[src/rtl/uart_pkg.sv]
// Shared UART definitions: receiver state encoding and the frame/oversample
// constants common to the baud generator, receiver and transmitter.
package uart_pkg;

  localparam int UART_DATA_BITS  = 8;
  localparam int UART_OVERSAMPLE = 16;

  typedef enum logic [2:0] {
    IDLE,
    START,
    DATA,
    STOP,
    WAIT_HIGH
  } rx_state_t;

endpackage

[src/rtl/sync_bit.sv]
// Multi-flop synchroniser for a single asynchronous input. The reset value is
// a parameter so an idle-high line does not look like activity after reset.
module sync_bit #(
  parameter int   STAGES    = 2,
  parameter logic RESET_VAL = 1'b1
) (
  input  logic clk_i,
  input  logic rst_ni,
  input  logic async_i,
  output logic sync_o
);

  logic [STAGES-1:0] sync_q;

  // Shift the raw input through the flop chain; the last stage is the safe copy.
  always_ff @(posedge clk_i) begin
    if (!rst_ni) begin
      sync_q <= {STAGES{RESET_VAL}};
    end else begin
      sync_q <= {sync_q[STAGES-2:0], async_i};
    end
  end

  assign sync_o = sync_q[STAGES-1];

endmodule

[src/rtl/uart_rx_oversample.sv]
// 8N1 UART receiver driven by a 16x oversample enable. Bits are sampled at
// their midpoint; completed bytes go to a one-entry valid/ready holding register.
module uart_rx_oversample
  import uart_pkg::*;
#(
  parameter int DATA_BITS   = UART_DATA_BITS,
  parameter int OVERSAMPLE  = UART_OVERSAMPLE,
  parameter int SYNC_STAGES = 2
) (
  input  logic                 system_clk,
  input  logic                 reset,
  input  logic                 rxclk_en,
  input  logic                 rx,
  output logic [DATA_BITS-1:0] rx_data,
  output logic                 rx_valid,
  input  logic                 rx_ready,
  output logic                 frame_err,
  output logic                 overrun
);

  localparam int SCW = $clog2(OVERSAMPLE);
  localparam int BCW = $clog2(DATA_BITS + 1);
  localparam logic [SCW-1:0] SAMPLE_LAST = SCW'(OVERSAMPLE - 1);
  localparam logic [SCW-1:0] SAMPLE_MID  = SCW'(OVERSAMPLE / 2 - 1);
  localparam logic [BCW-1:0] BIT_LAST    = BCW'(DATA_BITS - 1);

  logic                 rx_s;
  logic                 rxclk_en_q;
  logic                 tick;
  rx_state_t            state_q;
  logic [SCW-1:0]       sample_cnt_q;
  logic [BCW-1:0]       bit_cnt_q;
  logic [DATA_BITS-1:0] shift_q;
  logic [DATA_BITS-1:0] rx_data_q;
  logic                 rx_valid_q;
  logic                 frame_err_q;
  logic                 overrun_q;
  logic                 stop_sample;
  logic                 byte_done;
  logic                 stop_bad;

  sync_bit #(
    .STAGES   (SYNC_STAGES),
    .RESET_VAL(1'b1)
  ) u_rx_sync (
    .clk_i  (system_clk),
    .rst_ni (reset),
    .async_i(rx),
    .sync_o (rx_s)
  );

  // Delay the oversample enable by one clock so its rising edge becomes a one-cycle tick.
  always_ff @(posedge system_clk) begin
    if (!reset) begin
      rxclk_en_q <= 1'b0;
    end else begin
      rxclk_en_q <= rxclk_en;
    end
  end

  assign tick        = rxclk_en & ~rxclk_en_q;
  assign stop_sample = tick && (state_q == STOP) && (sample_cnt_q == SAMPLE_LAST);
  assign byte_done   = stop_sample && rx_s;
  assign stop_bad    = stop_sample && !rx_s;

  // Frame state machine: hunts for a start bit, then samples each bit at its centre.
  always_ff @(posedge system_clk) begin
    if (!reset) begin
      state_q      <= IDLE;
      sample_cnt_q <= '0;
      bit_cnt_q    <= '0;
      shift_q      <= '0;
    end else if (tick) begin
      case (state_q)
        IDLE: begin
          if (!rx_s) begin
            state_q      <= START;
            sample_cnt_q <= '0;
          end
        end
        START: begin
          if (sample_cnt_q == SAMPLE_MID) begin
            // A line that is high again at the start-bit centre was a glitch.
            state_q      <= rx_s ? IDLE : DATA;
            sample_cnt_q <= '0;
            bit_cnt_q    <= '0;
          end else begin
            sample_cnt_q <= sample_cnt_q + SCW'(1);
          end
        end
        DATA: begin
          if (sample_cnt_q == SAMPLE_LAST) begin
            sample_cnt_q <= '0;
            shift_q      <= {rx_s, shift_q[DATA_BITS-1:1]};
            bit_cnt_q    <= bit_cnt_q + BCW'(1);
            if (bit_cnt_q == BIT_LAST) begin
              state_q <= STOP;
            end
          end else begin
            sample_cnt_q <= sample_cnt_q + SCW'(1);
          end
        end
        STOP: begin
          if (sample_cnt_q == SAMPLE_LAST) begin
            // Leaving at the stop-bit centre lets the next start edge be caught.
            state_q      <= rx_s ? IDLE : WAIT_HIGH;
            sample_cnt_q <= '0;
          end else begin
            sample_cnt_q <= sample_cnt_q + SCW'(1);
          end
        end
        WAIT_HIGH: begin
          if (rx_s) begin
            state_q <= IDLE;
          end
        end
        default: begin
          state_q      <= IDLE;
          sample_cnt_q <= '0;
        end
      endcase
    end
  end

  // Holding register handshake plus registered error pulses, evaluated every clock.
  always_ff @(posedge system_clk) begin
    if (!reset) begin
      rx_data_q   <= '0;
      rx_valid_q  <= 1'b0;
      frame_err_q <= 1'b0;
      overrun_q   <= 1'b0;
    end else begin
      frame_err_q <= stop_bad;
      overrun_q   <= 1'b0;
      if (byte_done) begin
        if (!rx_valid_q || rx_ready) begin
          rx_data_q  <= shift_q;
          rx_valid_q <= 1'b1;
        end else begin
          overrun_q <= 1'b1;
        end
      end else if (rx_valid_q && rx_ready) begin
        rx_valid_q <= 1'b0;
      end
    end
  end

  assign rx_data   = rx_data_q;
  assign rx_valid  = rx_valid_q;
  assign frame_err = frame_err_q;
  assign overrun   = overrun_q;

endmodule

[config.mk]
export PLATFORM = sky130hd
export DESIGN_NAME = uart_rx_oversample
export DESIGN_NICKNAME = d
export VERILOG_FILES = /design/src/rtl/uart_pkg.sv /design/src/rtl/sync_bit.sv /design/src/rtl/uart_rx_oversample.sv
export SDC_FILE = /design/constraint.sdc
export NUM_CORES = 1
export LEC_CHECK = 0
export BUFFER_PORTS_ARGS = -buffer_cell sky130_fd_sc_hd__buf_2
export CORE_MARGIN = 5
export CORE_UTILIZATION = 60
export DETAILED_ROUTE_END_ITERATION = 8
export PLACE_DENSITY = 0.88
export SLEW_MARGIN = 20
export SYNTH_ARGS = -nofsm -noshare
export SYNTH_HDL_FRONTEND = slang
export SYNTH_SLANG_ARGS = --single-unit
[constraint.sdc]
create_clock -name system_clk -period 4.4 [get_ports system_clk]
set_input_delay 0.22 -clock system_clk [delete_from_list [all_inputs] [get_ports system_clk]]
set_output_delay 0.22 -clock system_clk [all_outputs]
set_load 0.05 [all_outputs]
After elaboration in Yosys (flattened, before gate mapping)

Index checks and enable logic that the tools add are counted.

Flip-flop bits (word level): 33
Input port bits: 5
Output and inout bits: 11
Word-level logic and storage cells: 68

$add $sub $neg: 2
Equality and inequality tests: 14
Muxes and demuxes: 20
Bitwise logic cells: 3
Reductions and logical operators: 19

Operators by type and width:

| operator                                                                 | count |
|---|---|
| 3-bit two-way mux                                                        | 7 |
| 4-bit two-way mux                                                        | 5 |
| 4-bit case mux with 4 select lines                                       | 1 |
| 3-bit case mux with 5 select lines                                       | 1 |
| 4-bit by 1-bit adder with 4-bit output (second input constant)           | 2 |
| 4-bit by 3-bit equality test with 1-bit output (second input constant)   | 2 |
| 2-bit inequality test (second input constant)                            | 4 |
| 4-bit case mux with 2 select lines                                       | 1 |
| 7-bit AND reduction                                                      | 1 |
| 3-bit by 2-bit equality test with 1-bit output (second input constant)   | 2 |
| 2-bit by 1-bit inequality test with 1-bit output (second input constant) | 3 |
| 2-bit AND reduction                                                      | 3 |
| 3-bit AND reduction                                                      | 2 |
| 1-bit logical AND                                                        | 5 |
| 4-bit equality test (second input constant)                              | 1 |
| 1-bit two-way mux                                                        | 4 |
| 4-bit AND reduction                                                      | 1 |
| 2-bit nonzero test                                                       | 2 |
| 3-bit by 1-bit equality test with 1-bit output (second input constant)   | 1 |
| 3-bit equality test (second input constant)                              | 1 |
| 3-bit zero test                                                          | 1 |
| 1-bit zero test                                                          | 2 |
| 2-bit two-way mux                                                        | 1 |
| 1-bit NOT                                                                | 2 |
| other kinds (3)                                                          | 3 |

Depth between registers and ports, before layout

Word-level depth: 7
Gate-level depth with buffers: 5
Depth with buffers taken out: 5

Cells and area by module

Synthesis repeated with hierarchy kept, for this count alone.

Cells, all modules: 153
Area, all modules: 1517.7 um^2

By module, submodules not included:

| module             | times used | cells an instance | area each (um^2) | sequential area each (um^2) |
|---|---|---|---|---|
| uart_rx_oversample | 1          | 149               | 1465.2           | 620.6 |
| sync_bit           | 1          | 4                 | 52.6             | 40.0 |

Worst setup path after synthesis

Ideal clock, no wire load.

Kind: register to register
Start: reg sample_cnt_q[0]
End: reg rx_data_q[0], in the netlist rx_data[0]
Setup time: 0.125 ns
Data arrival time: 1.433 ns
Required time: 4.275 ns
Setup slack: 2.842 ns
Stages on the path, launching flop included: 6
Path buffers: 0
Clock period less this slack: 1.558 ns
Path through: dfxtp_1 -> ha_1 -> nand4b_1 -> nor3_2 -> nand3_2 -> mux2i_1

Longest elaborated chain between the ends: 4

Ends and longest elaborated chain:

| what                          | line                      | RTL |
|---|---|---|
| start: declaration            | uart_rx_oversample.sv:31  | `logic [SCW-1:0] sample_cnt_q;` |
| start signal: assignment      | uart_rx_oversample.sv:88  | `sample_cnt_q <= sample_cnt_q + SCW'(1);` |
| start signal: assignment      | uart_rx_oversample.sv:100 | `sample_cnt_q <= sample_cnt_q + SCW'(1);` |
| start signal: assignment      | uart_rx_oversample.sv:109 | `sample_cnt_q <= sample_cnt_q + SCW'(1);` |
| 4-bit equality test           | uart_rx_oversample.sv:62  | `assign stop_sample = tick && (state_q == STOP) && (sample_cnt_q == SAMPLE_LAST);` |
| 1-bit logical AND             | uart_rx_oversample.sv:62  |  |
| 1-bit logical AND             | uart_rx_oversample.sv:63  | `assign byte_done = stop_sample && rx_s;` |
| 2-bit AND reduction (no line) | -                         |  |
| end signal: assignment        | uart_rx_oversample.sv:137 | `rx_data_q <= shift_q;` |
| end: declaration              | uart_rx_oversample.sv:34  | `logic [DATA_BITS-1:0] rx_data_q;` |

Every way passes these cells.
A chain may end at the register's enable or synchronous reset.

Final worst setup path

Start: reg state_q[0]
End: reg bit_cnt_q[3]

Longest elaborated chain between the ends: 3
Elaborated cells on any way between the ends: 7
Classes of those cells: 4 x eq/ne; 1 x mux; 2 x reduce/logical

Ends and longest elaborated chain:

| what                                                                                                             | line                      | RTL |
|---|---|---|
| start: declaration                                                                                               | uart_rx_oversample.sv:30  | `rx_state_t state_q;` |
| start signal: assignment                                                                                         | uart_rx_oversample.sv:84  | `state_q <= rx_s ? IDLE : DATA;` |
| start signal: assignment                                                                                         | uart_rx_oversample.sv:106 | `state_q <= rx_s ? IDLE : WAIT_HIGH;` |
| 3-bit by 2-bit equality test with 1-bit output or 3-bit by 1-bit equality test with 1-bit output (tied branches) | uart_rx_oversample.sv:74  | `case (state_q)` |
| 2-bit inequality test (no line) or 2-bit nonzero test (tied branches)                                            | -                         |  |
| 4-bit AND reduction (no line)                                                                                    | -                         |  |
| end signal: assignment                                                                                           | uart_rx_oversample.sv:95  | `bit_cnt_q <= bit_cnt_q + BCW'(1);` |
| end: declaration                                                                                                 | uart_rx_oversample.sv:32  | `logic [BCW-1:0] bit_cnt_q;` |

Parallel ways exist; a longest one is shown, timed or not.

==> impl_metrics.csv <==
group,metric,value,unit
global_routing,grt_use_total,0.187,
clock_tree,clkLatencyLatePin,0.34,ns
finish,diodes,0,
setup_path,crit_arrival,2.11,ns
floorplan,initial_utilization,0.612,
setup_path,cp_slowest_cell,"dfxtp_1",
route,antenna_left,0,
finish,nFillCells,196,
route,dr_wl_met2,1.52,mm
setup_path,crit_type,"flop to flop",
floorplan,dieArea,0.00355,mm²
power,power_density,300,mW/mm²
placement,post_dp_cell_area,0.00155,mm²
setup_path,cp_max_fo,11,
clock_tree,clkTransAtPathRegs,0.10,ns
finish,final_area,0.00160,mm²
global_routing,overflow,0,
yosys,synth.top_cell.area_share,0.448,
clock_tree,cts_tree,"yes",
global_routing,first_global_vias,1103,
finish,final_util,0.663,
finish,drive_gt1_frac,0.185,
placement,place_hpwl,2.15,mm
yosys,yosys.area.top_type,"dfxtp_1",
route,remaining_drc_errors,0,
floorplan,num_io_pins,16,
status,status,"completed",
yosys,yosys-top-cells-count,"33 x dfxtp_1, 23 x nand2_1, 18 x mux2i_1, 18 x nor2_1, 8 x a21oi_1",
floorplan,die_h,59.6,µm
placement,port_buffers,15,
clock_tree,root_buffer,"clkbuf_4",
route,dr.first_iter.drc_count,44,
yosys,syn-num-nets,165,
clock_tree,cts_resized,0,
hold_path,hold_class,"input pin to flop",
setup_path,setup.worst_path.start_class,"flop",
route,via_count,1175,
global_routing,grt_first_pass_wirelength,4.91,mm
finish,area_delta_synth_final,8.31,%
clock_tree,cts.htree.levels,2,
route,drtPass1Iterations,4,
floorplan,rows,18,
timing,fin_skew,0.0102,ns
timing,fin_tns_setup,0,ns
yosys,synth_area,0.00148,mm²
timing,min_period,1.85,ns
yosys,ys.warnings.count,0,
clock_tree,cts-hold-fix-buffers,0,
setup_path,max_stage_delay,0.57,ns
route,met1_length,1.18,mm
timing,period_share,0.420,
yosys,syn-mean-instance-area,9.34,µm²
yosys,ys_ff_latch,33,
route,met3_length,163,µm
yosys,seq_area_frac_synth,0.448,
timing,final-setup-viol-count,0,
global_routing,grt_antenna_before_repair,0,
setup_path,endpoint_kind,"flop",
yosys,synth_edf_count,0,
timing,slew_viol_final,0,
yosys,async_flop_share,0,
floorplan,core_area,0.00241,mm²
clock_tree,max-clock-path-buffers,2,
clock_tree,post-cts-setup-buffers,0,
timing,relSlewSlack,0.628,
global_routing,grt_max_degree,27,
route,top_layer_used,"met4",
placement,place.gp.congestion,0.783,
yosys,syn_inst,158,
clock_tree,cts_made_buffers,5,
flow_run,drv_cap,0,
power,vdd_ir_drop_max,0.000294,V
floorplan,chipWidth,59.6,µm
setup_path,cp.required,4.66,ns
power,p_leak,0.685,nW
yosys,ys_top_cells_by_area,"dfxtp_1 45%, mux2i_1 12%, nand2_1 5.9%, nor2_1 4.6%, a21oi_1 2.7%",
yosys,synth.most_common_cell,"dfxtp_1",
route,post_drt_wl_per_cell,14.5,µm
yosys,synth_top_flop_cell,"dfxtp_1",
timing,hold_violations,0,
finish,nets,179,
clock_tree,clock-sinks,33,
timing,rsz0062_at_grt,"false",
route,wl,2.94,mm
yosys,ys_types,40,
route,via_per_inst,5.79,
timing,worst_pin_slew,0.553,ns
setup_path,worstPathCellList,"or3b_4 -> a211oi_4 -> nand2_2 -> o32ai_2",
timing,clock.fmax,541,MHz
==> metal layers <==
layer,global-route usage,up-vias
li1,-,577
met1,0.214,548
met2,0.306,42
met3,0.0610,8
met4,0.104,0
met5,0,-
==> cell families (layout without fill, tap and decap cells) <==
family | count (synthesis) | in the layout | share of synthesized area
DFF | 33 | 33 | 0.448
xor gates and xnor gates | 1 | 1 | 0.00594
AOI/OAI and AO/OA | 22 | 22 | 0.112
and+or+nand+nor | 70 | 70 | 0.257
adders and majority gates | 2 | 2 | 0.0170
buffers and inverters | 12 | 27 | 0.0382
muxes | 18 | 18 | 0.122
==> power by group <==
group	total (W)	switching (W)	internal, W	leakage, nW
combinational	0.0000165	0.0000108	0.00000561	0.387
clock	0.000161	0.000100	0.0000608	0.0320
sequential	0.000302	0.00000214	0.000300	0.266
total	0.000480	0.000113	0.000367	0.685
==> worst paths after layout <==
check	from	end	slack (ns)	cells after the start
setup / recovery	state_q[0]	bit_cnt_q[3]	2.55	4
hold / removal	rx	u_rx_sync.sync_q[0]	0.08	2
setup reg to reg	state_q[0]	bit_cnt_q[3]	2.55	4
hold reg to reg	u_rx_sync.sync_q[0]	u_rx_sync.sync_q[1]	0.42	1
==> cells in the final DEF, fill, tap and decap left out, types with 2 or more instances in the layout <==
cell      instances
and2_1            2
or4_1             2
nand3_2           2
dfxtp_1          33
nand2_1          23
o22ai_1           2
nor2_1           18
a22oi_1           2
buf_2            15
o21ai_0           2
a21oi_1           8
clkinv_2          2
nand2b_1          6
mux2i_1          18
inv_1             3
nand3_1           3
nand3b_1          3
clkbuf_4          5
ha_1              2
==> through the flow <==
step | hold slack, ns | power (W) | setup WS [ns] | instances
after floorplan | 0.321 | 0.000321 | 2.84 | 158
after global placement | 0.389 | 0.000325 | 2.64 | 195
after detailed placement | 0.399 | 0.000326 | 2.58 | 195
after CTS | 0.0656 | 0.000486 | 2.55 | 203
after global routing | 0.0635 | 0.000503 | 2.42 | 203
final | 0.0753 | 0.000480 | 2.55 | 203
==> state kept, by name, summed over array words and instances (netlist names) <==
signal / cells
rx_data: 8
shift_q: 8
bit_cnt_q: 4
sample_cnt_q: 4
state_q: 3
u_rx_sync.sync_q: 2
frame_err: 1
overrun: 1
rx_valid: 1
rxclk_en_q: 1
==> cell type report <==
type | instances | area, µm² | area share
Clock buffer | 6 | 41.3 | 0.0258
Clock inverter | 2 | 10.0 | 0.00626
Inverter | 4 | 15.0 | 0.00940
Multi-Input combinational cell | 113 | 758 | 0.475
Sequential cell | 33 | 661 | 0.413
Tap cell | 30 | 37.5 | 0.0235
Timing Repair Buffer | 15 | 75.1 | 0.0470
==> worst max-delay path: cells and delay by family, from the launching register on <==
family | cells | cell delay (ns)
DFF | 1 | 0.57
and+or+nand+nor | 2 | 0.56
AOI/OAI and AO/OA | 2 | 0.64
(Power assumes the default switching activity.)
